## config.mk

```make
export PLATFORM = sky130hd
export DESIGN_NAME = fht_frame_sched_flat
export DESIGN_NICKNAME = d
export VERILOG_FILES = /design/src/rtl/fht_frame_sched_if.sv /design/src/rtl/fht_frame_sched.sv /design/src/flat_wrapper.sv
export SDC_FILE = /design/constraint.sdc
export NUM_CORES = 1
export LEC_CHECK = 0
export ABC_AREA = 1
export ABC_CLOCK_PERIOD_IN_PS = 2300
export BUFFER_PORTS_ARGS = -buffer_cell sky130_fd_sc_hd__buf_2
export CORE_AREA = 2 2 91 93
export CTS_CLUSTER_DIAMETER = 30
export DETAILED_ROUTE_END_ITERATION = 8
export DIE_AREA = 0 0 93 95
export PLACE_DENSITY = 0.75
export SLEW_MARGIN = 20
export SYNTH_ARGS = -nofsm -noshare
export SYNTH_HDL_FRONTEND = slang
export SYNTH_SLANG_ARGS = --single-unit
```

## constraint.sdc

```tcl
create_clock -name clk -period 2.3 [get_ports clk]
set_input_delay 0.23 -clock clk [delete_from_list [all_inputs] [get_ports clk]]
set_output_delay 0.23 -clock clk [all_outputs]
set_load 0.03 [all_outputs]
```

## src/rtl/fht_frame_sched_if.sv

```systemverilog
// Frame scheduler bus: source requests/samples, bank-RAM load/read ports,
// FHT core handshake and status.
interface fht_frame_sched_if #(
  parameter int unsigned A_BIT = 8,
  parameter int unsigned D_BIT = 16
);
  logic [1:0]       req;
  logic [1:0]       gnt;
  logic             valid;
  logic [D_BIT-1:0] data;
  logic             load_we;
  logic [1:0]       load_bank;
  logic [A_BIT-1:0] load_addr;
  logic [D_BIT-1:0] load_data;
  logic             start;
  logic             core_rdy;
  logic             rd_en;
  logic [1:0]       rd_bank;
  logic [A_BIT-1:0] rd_addr;
  logic             out_valid;
  logic             out_ch;
  logic             busy;
  logic             done;
  logic             err;

  // Scheduler side.
  modport master (
    input  req, valid, data, core_rdy,
    output gnt, load_we, load_bank, load_addr, load_data, start,
           rd_en, rd_bank, rd_addr, out_valid, out_ch, busy, done, err
  );

  // Sources, core and bank RAM side.
  modport slave (
    output req, valid, data, core_rdy,
    input  gnt, load_we, load_bank, load_addr, load_data, start,
           rd_en, rd_bank, rd_addr, out_valid, out_ch, busy, done, err
  );
endinterface

```

## src/rtl/fht_frame_sched.sv

```systemverilog
// fht_frame_sched: shares one FHT core and its four-bank RAM between two
// sources. Round-robin grant, sample load, core start, wait, read-back.
// Optional watchdog on the core wait: define FHT_SCHED_TIMEOUT_EN.
module fht_frame_sched #(
  parameter int unsigned A_BIT   = 8,
  parameter int unsigned D_BIT   = 16,
  parameter int unsigned RD_LAT  = 1,
  parameter int unsigned TIMEOUT = 6000
) (
  input  logic               clk,
  input  logic               rst,
  fht_frame_sched_if.master  bus
);

  localparam int unsigned N   = 4 * (2 ** A_BIT);
  localparam int unsigned K_W = A_BIT + 2;

  typedef enum logic [2:0] {
    IDLE, LOAD, START, WAIT_BUSY, RUN, UNLOAD, DRAIN
  } state_t;

  state_t            state;
  logic              last;
  logic              pick;
  logic [K_W-1:0]    k;
  logic [K_W-1:0]    j;
  logic [K_W-1:0]    jn;
  logic [RD_LAT-1:0] vpipe;

`ifdef FHT_SCHED_TIMEOUT_EN
  localparam int unsigned WD_W = $clog2(TIMEOUT + 1);
  logic [WD_W-1:0] wd;
`else
  // TIMEOUT only matters when the watchdog is compiled in.
  if (TIMEOUT == 0) begin : g_timeout_unused
  end
`endif

  // Round-robin pick: on a tie the source not granted last wins.
  always_comb begin
    pick = bus.req[1];
    if (bus.req == 2'b11) pick = ~last;
    jn = j + K_W'(1);
  end

  // Frame transaction FSM with registered outputs.
  always_ff @(posedge clk or posedge rst) begin
    if (rst) begin
      state         <= IDLE;
      last          <= 1'b1;
      k             <= '0;
      j             <= '0;
      bus.gnt       <= '0;
      bus.out_ch    <= 1'b0;
      bus.busy      <= 1'b0;
      bus.load_we   <= 1'b0;
      bus.load_bank <= '0;
      bus.load_addr <= '0;
      bus.load_data <= '0;
      bus.start     <= 1'b0;
      bus.rd_en     <= 1'b0;
      bus.rd_bank   <= '0;
      bus.rd_addr   <= '0;
      bus.done      <= 1'b0;
      bus.err       <= 1'b0;
`ifdef FHT_SCHED_TIMEOUT_EN
      wd            <= '0;
`endif
    end else begin
      bus.load_we <= 1'b0;
      bus.start   <= 1'b0;
      bus.done    <= 1'b0;
      case (state)
        IDLE: begin
          if (bus.core_rdy && bus.req != 2'b00) begin
            bus.gnt    <= pick ? 2'b10 : 2'b01;
            bus.busy   <= 1'b1;
            bus.out_ch <= pick;
            bus.err    <= 1'b0;
            last       <= pick;
            k          <= '0;
            state      <= LOAD;
          end
        end
        LOAD: begin
          if (bus.valid) begin
            bus.load_we   <= 1'b1;
            bus.load_bank <= k[1:0];
            bus.load_addr <= k[K_W-1:2];
            bus.load_data <= bus.data;
            k             <= k + K_W'(1);
            if (k == K_W'(N - 1)) state <= START;
          end
        end
        START: begin
          bus.start <= 1'b1;
          state     <= WAIT_BUSY;
        end
        WAIT_BUSY: begin
          if (!bus.core_rdy) state <= RUN;
        end
        RUN: begin
          if (bus.core_rdy) begin
            bus.rd_en   <= 1'b1;
            bus.rd_bank <= '0;
            bus.rd_addr <= '0;
            j           <= '0;
            state       <= UNLOAD;
          end
        end
        UNLOAD: begin
          if (j == K_W'(N - 1)) begin
            bus.rd_en <= 1'b0;
            j         <= '0;
            state     <= DRAIN;
          end else begin
            bus.rd_en   <= 1'b1;
            bus.rd_bank <= jn[1:0];
            bus.rd_addr <= jn[K_W-1:2];
            j           <= jn;
          end
        end
        DRAIN: begin
          // Last read data appears RD_LAT cycles after the last read.
          if (j == K_W'(RD_LAT - 1)) begin
            bus.done <= 1'b1;
            bus.gnt  <= '0;
            bus.busy <= 1'b0;
            j        <= '0;
            state    <= IDLE;
          end else begin
            j <= jn;
          end
        end
        default: state <= IDLE;
      endcase
`ifdef FHT_SCHED_TIMEOUT_EN
      // Watchdog over the core wait; overrides the case above when it fires.
      if (state == WAIT_BUSY || state == RUN) begin
        wd <= wd + WD_W'(1);
        if (wd == WD_W'(TIMEOUT - 1)) begin
          bus.err   <= 1'b1;
          bus.gnt   <= '0;
          bus.busy  <= 1'b0;
          bus.rd_en <= 1'b0;
          wd        <= '0;
          state     <= IDLE;
        end
      end else begin
        wd <= '0;
      end
`endif
    end
  end

  // Read-valid delay line matching the bank RAM read latency.
  always_ff @(posedge clk or posedge rst) begin
    if (rst) begin
      vpipe <= '0;
    end else begin
      vpipe[0] <= bus.rd_en;
      for (int unsigned i = 1; i < RD_LAT; i++) vpipe[i] <= vpipe[i-1];
    end
  end

  assign bus.out_valid = vpipe[RD_LAT-1];

endmodule

```

## src/flat_wrapper.sv

```systemverilog
// flat-port wrapper written by rule: the top's interface ports become plain ports
module fht_frame_sched_flat 
#(
  parameter int unsigned A_BIT   = 8,
  parameter int unsigned D_BIT   = 16,
  parameter int unsigned RD_LAT  = 1,
  parameter int unsigned TIMEOUT = 6000
)
  (clk, rst, bus_req, bus_valid, bus_data, bus_core_rdy, bus_gnt, bus_load_we, bus_load_bank, bus_load_addr, bus_load_data, bus_start, bus_rd_en, bus_rd_bank, bus_rd_addr, bus_out_valid, bus_out_ch, bus_busy, bus_done, bus_err);
  fht_frame_sched_if #(.A_BIT(A_BIT), .D_BIT(D_BIT)) bus_i ();
  input  logic clk;
  input  logic rst;
  input wire logic [$bits(bus_i.req)-1:0] bus_req;
  input wire logic [$bits(bus_i.valid)-1:0] bus_valid;
  input wire logic [$bits(bus_i.data)-1:0] bus_data;
  input wire logic [$bits(bus_i.core_rdy)-1:0] bus_core_rdy;
  output wire logic [$bits(bus_i.gnt)-1:0] bus_gnt;
  output wire logic [$bits(bus_i.load_we)-1:0] bus_load_we;
  output wire logic [$bits(bus_i.load_bank)-1:0] bus_load_bank;
  output wire logic [$bits(bus_i.load_addr)-1:0] bus_load_addr;
  output wire logic [$bits(bus_i.load_data)-1:0] bus_load_data;
  output wire logic [$bits(bus_i.start)-1:0] bus_start;
  output wire logic [$bits(bus_i.rd_en)-1:0] bus_rd_en;
  output wire logic [$bits(bus_i.rd_bank)-1:0] bus_rd_bank;
  output wire logic [$bits(bus_i.rd_addr)-1:0] bus_rd_addr;
  output wire logic [$bits(bus_i.out_valid)-1:0] bus_out_valid;
  output wire logic [$bits(bus_i.out_ch)-1:0] bus_out_ch;
  output wire logic [$bits(bus_i.busy)-1:0] bus_busy;
  output wire logic [$bits(bus_i.done)-1:0] bus_done;
  output wire logic [$bits(bus_i.err)-1:0] bus_err;
  assign bus_i.req = bus_req;
  assign bus_i.valid = bus_valid;
  assign bus_i.data = bus_data;
  assign bus_i.core_rdy = bus_core_rdy;
  assign bus_gnt = bus_i.gnt;
  assign bus_load_we = bus_i.load_we;
  assign bus_load_bank = bus_i.load_bank;
  assign bus_load_addr = bus_i.load_addr;
  assign bus_load_data = bus_i.load_data;
  assign bus_start = bus_i.start;
  assign bus_rd_en = bus_i.rd_en;
  assign bus_rd_bank = bus_i.rd_bank;
  assign bus_rd_addr = bus_i.rd_addr;
  assign bus_out_valid = bus_i.out_valid;
  assign bus_out_ch = bus_i.out_ch;
  assign bus_busy = bus_i.busy;
  assign bus_done = bus_i.done;
  assign bus_err = bus_i.err;
  fht_frame_sched #(.A_BIT(A_BIT), .D_BIT(D_BIT), .RD_LAT(RD_LAT), .TIMEOUT(TIMEOUT)) u_core (.clk(clk), .rst(rst), .bus(bus_i));
endmodule
```

# [After elaboration in Yosys (flattened, before gate mapping)]
# Index checks and enable logic that the tools add are counted.
[word_totals] register_bits=69 output_inout_bits=46 wordCells=90
[classes] n_eq_ne=17 reduce_logical=16 addsub=2 mux=37 bitwise=1
[op_table] cell="10-bit two-way mux" n=5
[op_table] cell="10-bit one-hot mux with 3 select lines" n=1
[op_table] cell="3-bit two-way mux" n=7
[op_table] cell="3-bit one-hot mux with 7 select lines" n=1
[op_table] cell="10-bit by 1-bit adder with 10-bit output (second input constant)" n=2
[op_table] cell="10-bit equality test (second input constant)" n=2
[op_table] cell="10-bit one-hot mux with 2 select lines" n=1
[op_table] cell="8-bit two-way mux" n=2
[op_table] cell="8-bit one-hot mux with 2 select lines" n=1
[op_table] cell="10-bit zero test" n=1
[op_table] cell="1-bit two-way mux" n=10
[op_table] cell="2-bit two-way mux" n=5
[op_table] cell="3-bit equality test (second input constant)" n=3
[op_table] cell="3-bit AND reduction" n=3
[op_table] cell="2-bit by 1-bit inequality test with 1-bit output (second input constant)" n=4
[op_table] cell="2-bit inequality test (second input constant)" n=4
[op_table] cell="2-bit one-hot mux with 2 select lines" n=2
[op_table] cell="2-bit AND reduction" n=4
[op_table] cell="2-bit nonzero test" n=4
[op_table] cell="7-bit AND reduction" n=1
[op_table] cell="3-bit by 2-bit equality test with 1-bit output (second input constant)" n=2
[op_table] cell="1-bit one-hot mux with 2 select lines" n=2
[op_table] cell="3-bit by 1-bit equality test with 1-bit output (second input constant)" n=1
[op_table] cell="3-bit zero test" n=1
[op_table] cell="other kinds (4)" n=4

# [Logic depth before layout (Yosys ltp)]
[depth] ltp_word=5 depth_mapped=10 mapped_depth_nobuf=10

# [Worst setup path after synthesis]
# No wires, ideal clock.
[synth_timing] path_type="register -> register" startpoint="register u_core.j[0]" endpoint="register u_core.state[1]" required_time_ns=2.183 n_path_buf=0 path_stages_with_launch=10 arrival_ns=1.309 setup_ns=0.117 path_slack_ns=0.874 cell_sequence="dfrtp_1 -> inv_1 -> ha_1 -> inv_1 -> nor3_1 -> nand3_1 -> a21oi_2 -> nand2_1 -> nand2_1 -> nand2_1"
[synth_via] elab_chain_len=3
[synth_lines] element="start, declared" line="fht_frame_sched.sv:26" text="logic [K_W-1:0] j;"
[synth_lines] element="start signal, assigned" line="fht_frame_sched.sv:120" text="j <= jn;"
[synth_lines] element="start signal, assigned" line="fht_frame_sched.sv:132" text="j <= jn;"
[synth_lines] element="10-bit equality test / 10-bit zero test (equally long branches)" line="fht_frame_sched.sv:112, fht_frame_sched.sv:125"
[synth_lines] element="2-bit by 1-bit inequality test with 1-bit output (no source line)"
[synth_lines] element="7-bit AND reduction (no source line) *"
[synth_lines] element="end signal, assigned" line="fht_frame_sched.sv:108" text="state <= UNLOAD;"
[synth_lines] element="end signal, assigned" line="fht_frame_sched.sv:115" text="state <= DRAIN;"
[synth_lines] element="end signal, assigned" line="fht_frame_sched.sv:130" text="state <= IDLE;"
[synth_lines] element="end, declared" line="fht_frame_sched.sv:22" text="state_t state;"
# Mark *: on every way between the ends. The rest lies on a longest branch, timed or not.
# A chain may end at the register's enable or synchronous reset.

# [Worst setup path in the final report]
[layout_timing] startpoint="register u_core.state[1]" endpoint="register u_core.bus.load_data[1]"
[layout_via] elab_chain_len=2
[layout_lines] element="start signal, assigned" line="fht_frame_sched.sv:49" text="state <= IDLE;"
[layout_lines] element="start signal, assigned" line="fht_frame_sched.sv:82" text="state <= LOAD;"
[layout_lines] element="start signal, assigned" line="fht_frame_sched.sv:92" text="if (k == K_W'(N - 1)) state <= START;"
[layout_lines] element="3-bit by 1-bit equality test with 1-bit output" line="fht_frame_sched.sv:73" text="case (state)"
[layout_lines] element="2-bit AND reduction (no source line)"
[layout_lines] element="end signal, assigned" line="fht_frame_sched.sv:90" text="bus.load_data <= bus.data;"
[layout_lines] element="end, declared" line="fht_frame_sched_if.sv:29" text="output gnt, load_we, load_bank, load_addr, load_data, start,"
# No other way between the ends.

==> results by group <==
Status
  • Status: complete, no violations

Clocking
  • Clock slew at reported path FFs: 80 ps
  • CTS Buf Count: 9
  • CTS tree: built
  • Clock Latency Late Sink: 340 ps
  • # resized after CTS: 0
  • TritonCTS Sinks: 69
  • CTS root buffer: clkbuf_8
  • Htree depth: 3
  • Setup bufs post-CTS: 0
  • Cts hold-fix bufs: 1
  • Clock Path Buffers: 2

Route
  • Via count: 2,757
  • Detailed Route Iter0 Violations: 243
  • Via-to-Cell Ratio: 4.79
  • Drt drc: 0
  • Drt first pass iters: 5
  • Routed Antenna Nets: 0
  • Routed Wire Length: 7.02 mm
  • Wirelength per Cell: 12.2 microns

Final layout
  • Fillers: 782
  • Layout cells sized above 1: 0.228
  • Number of inserted diodes: 0
  • Layout area overhead: 19.1%
  • Nets: 490
  • Multi-input gate area: 0.00134 sq mm
  • Reg area: 0.00173 sq mm
  • Final core occ: 0.492
  • Post-route cell area: 0.00390 sq mm

Placement
  • Routability Congestion: 0.957
  • DPL Wire Length: 5.02 mm
  • Placed Area: 0.00370 sq mm
  • Port Buffers: 66

GRT
  • Gr ovfl total: 0
  • First-pass GRT wire length: 11.9 mm
  • Number of global-route vias before repair: 2,557
  • Initial antenna violation count: 0
  • Largest net degree at the start of global routing: 70
  • Total GRT Usage: 0.170

Die
  • Full die area: 0.00884 sq mm
  • Starting Density: 0.413
  • Ports: 68
  • Core ar.: 0.00793 sq mm
  • Row count: 33
  • Die width: 93 microns
  • Die height: 95 microns

Synth
  • Synth top area cells: dfrtp_1 52%, nand2_1 18%, inv_1 3.6%
  • Area leader, netlist: dfrtp_1
  • Post-synth cell types: 37
  • Seq/Total Area, Yosys: 0.528
  • Post-synth ARST share: 1.00
  • Synth Cell Area: 0.00327 sq mm
  • EDFF count, synth: 0
  • FF+latch count, synth: 69
  • Syn_nets: 420
  • Yosys top cell area share: 0.520
  • Mean Syn Cell Area: 8.29 sq um
  • Ys flop type: dfrtp_1
  • Post-Syn Instances: 395
  • YS warnings: 0

Job
  • Max-cap viol count: 0

Worst setup path
  • Critical path data arrival time: 1900 ps
  • CP Class: flip-flop to flip-flop
  • Crit path max fanout: 27
  • CP endpoint kind: flip-flop
  • Critical Path Source Type: flip-flop
  • Req. time, crit path: 2530 ps

STA
  • Setup Skew: 10.2 ps
  • RSZ-0062 raised after global routing: false
  • Fin. max-slew vios: 0
  • Final hold viol count: 0
  • Highest clock rate: 597 MHz
  • Fin crit period: 1670 ps
  • Setup TNS: 0 ps
  • Final Cycle Share: 0.728
  • Final Setup Violations: 0

Power and ir drop
  • Leak pwr: 2.08 nW
  • Pwr dens: 1370 mW/mm^2
  • Peak supply drop: 0.815 mV
  • Power Total: 5.33 mW

Min path
  • Type of the most critical hold path: input port to flip-flop
==> registers in the layout (all words and copies together), names as in the netlist <==
signal,count
u_core.bus.load_data,16
u_core.j,10
u_core.bus.busy,1
u_core.bus.done,1
u_core.bus.gnt,2
u_core.bus.start,1
u_core.bus.load_addr,8
u_core.bus.out_ch,1
u_core.bus.rd_en,1
u_core.k,10
u_core.bus.out_valid,1
u_core.bus.rd_bank,2
u_core.bus.rd_addr,8
u_core.last,1
u_core.bus.load_we,1
u_core.state,3
u_core.bus.load_bank,2
==> worst paths after layout <==
| kind | startpoint | end | slack [ps] | cells past startpoint |
|---|---|---|---|---|
| min reg2reg | u_core.bus.rd_en | u_core.bus.out_valid | 460 | 0 |
| max | u_core.state[1] | u_core.bus.load_data[1] | 630 | 8 |
| min in group asynchronous | rst | u_core.bus.load_data[2] | 490 | 4 |
| max in group asynchronous | rst | u_core.last | 1460 | 4 |
| min | bus_data[4] | u_core.bus.load_data[4] | 70 | 3 |
| max reg2reg | u_core.state[1] | u_core.bus.load_data[1] | 630 | 8 |
==> critical path, cell delays in order, from the launching register on <==
cell,delay [ps]
dfrtp_1,450
inv_1,120
nand2_4,130
nor2_8,60
nand2_4,190
buf_4,320
inv_4,140
nand2_1,80
nand2_1,50
==> stage by stage <==
step	instances	worst slack (ps)	hold slack, ps
3_3_place_gp	558	667	334
4_1_cts	575	637	63.2
5_1_grt	575	413	76.2
2_1_floorplan	395	332	340
3_5_place_dp	558	645	337
6_report	575	625	74.7
==> routing by layer <==
layer | vias to the layer above | global-route usage | share of wire
met5 | - | 0 | 0
met4 | 0 | 0.0625 | 0.018
met3 | 12 | 0.0471 | 0.068
met2 | 98 | 0.252 | 0.45
met1 | 1249 | 0.238 | 0.46
li1 | 1398 | - | -
==> cell families after synthesis <==
logic type      Yosys count  synth area share
simple gates            229             0.310
buf+inv                  46            0.0642
xor+xnor                  4            0.0107
other cells               1           0.00115
flops                    69             0.528
compound gates           43            0.0749
fa+ha+maj                 3            0.0115
==> synth_stat cells, types with 2 or more instances <==
master   count
ha_1         3
nor2_1      24
dfrtp_1     68
nand3_1     21
buf_2        5
o21ai_0     21
o21ai_1      5
buf_4        3
nand2_4      4
buf_6        2
o31ai_1      3
nor2_4       4
xor2_1       3
nand4_1      8
inv_4        2
nand2_1    153
nor3_1       6
nand2_2      3
o22ai_1      2
inv_2        2
inv_1       31
a21oi_1      7
==> power breakdown <==
group | internal [mW] | switching, mW
Sequential | 1.66 | 0.342
Clock | 0.499 | 0.455
Combinational | 0.699 | 1.67
Total | 2.86 | 2.47
==> cell type report <==
type                       count  share of cell area
clock buffer                  10              0.0327
clock inverter                 6              0.0164
inverter                      35              0.0350
multi-input combinational    280               0.343
sequential                    69               0.443
tap                          105              0.0337
timing repair buffer          70              0.0963
==> cell usage in the layout, fill, tap and decap left out, types with 2 or more instances in the layout <==
master and instances:
nand4_1 8, nand2_4 4, nand3_1 21, xor2_1 3, dfrtp_1 68, nor3_1 6, clkinv_2 2, a21oi_1 7
ha_1 3, nor2_4 4, o31ai_1 3, buf_2 66, clkinvlp_4 2, o22ai_1 2, o21ai_0 21, buf_4 2
inv_2 3, nand2_2 3, nor2_1 24, o21ai_1 5, clkbuf_8 9, inv_1 30, inv_4 2, nand2_1 153
Note: power is estimated with default switching activity, not from simulation.
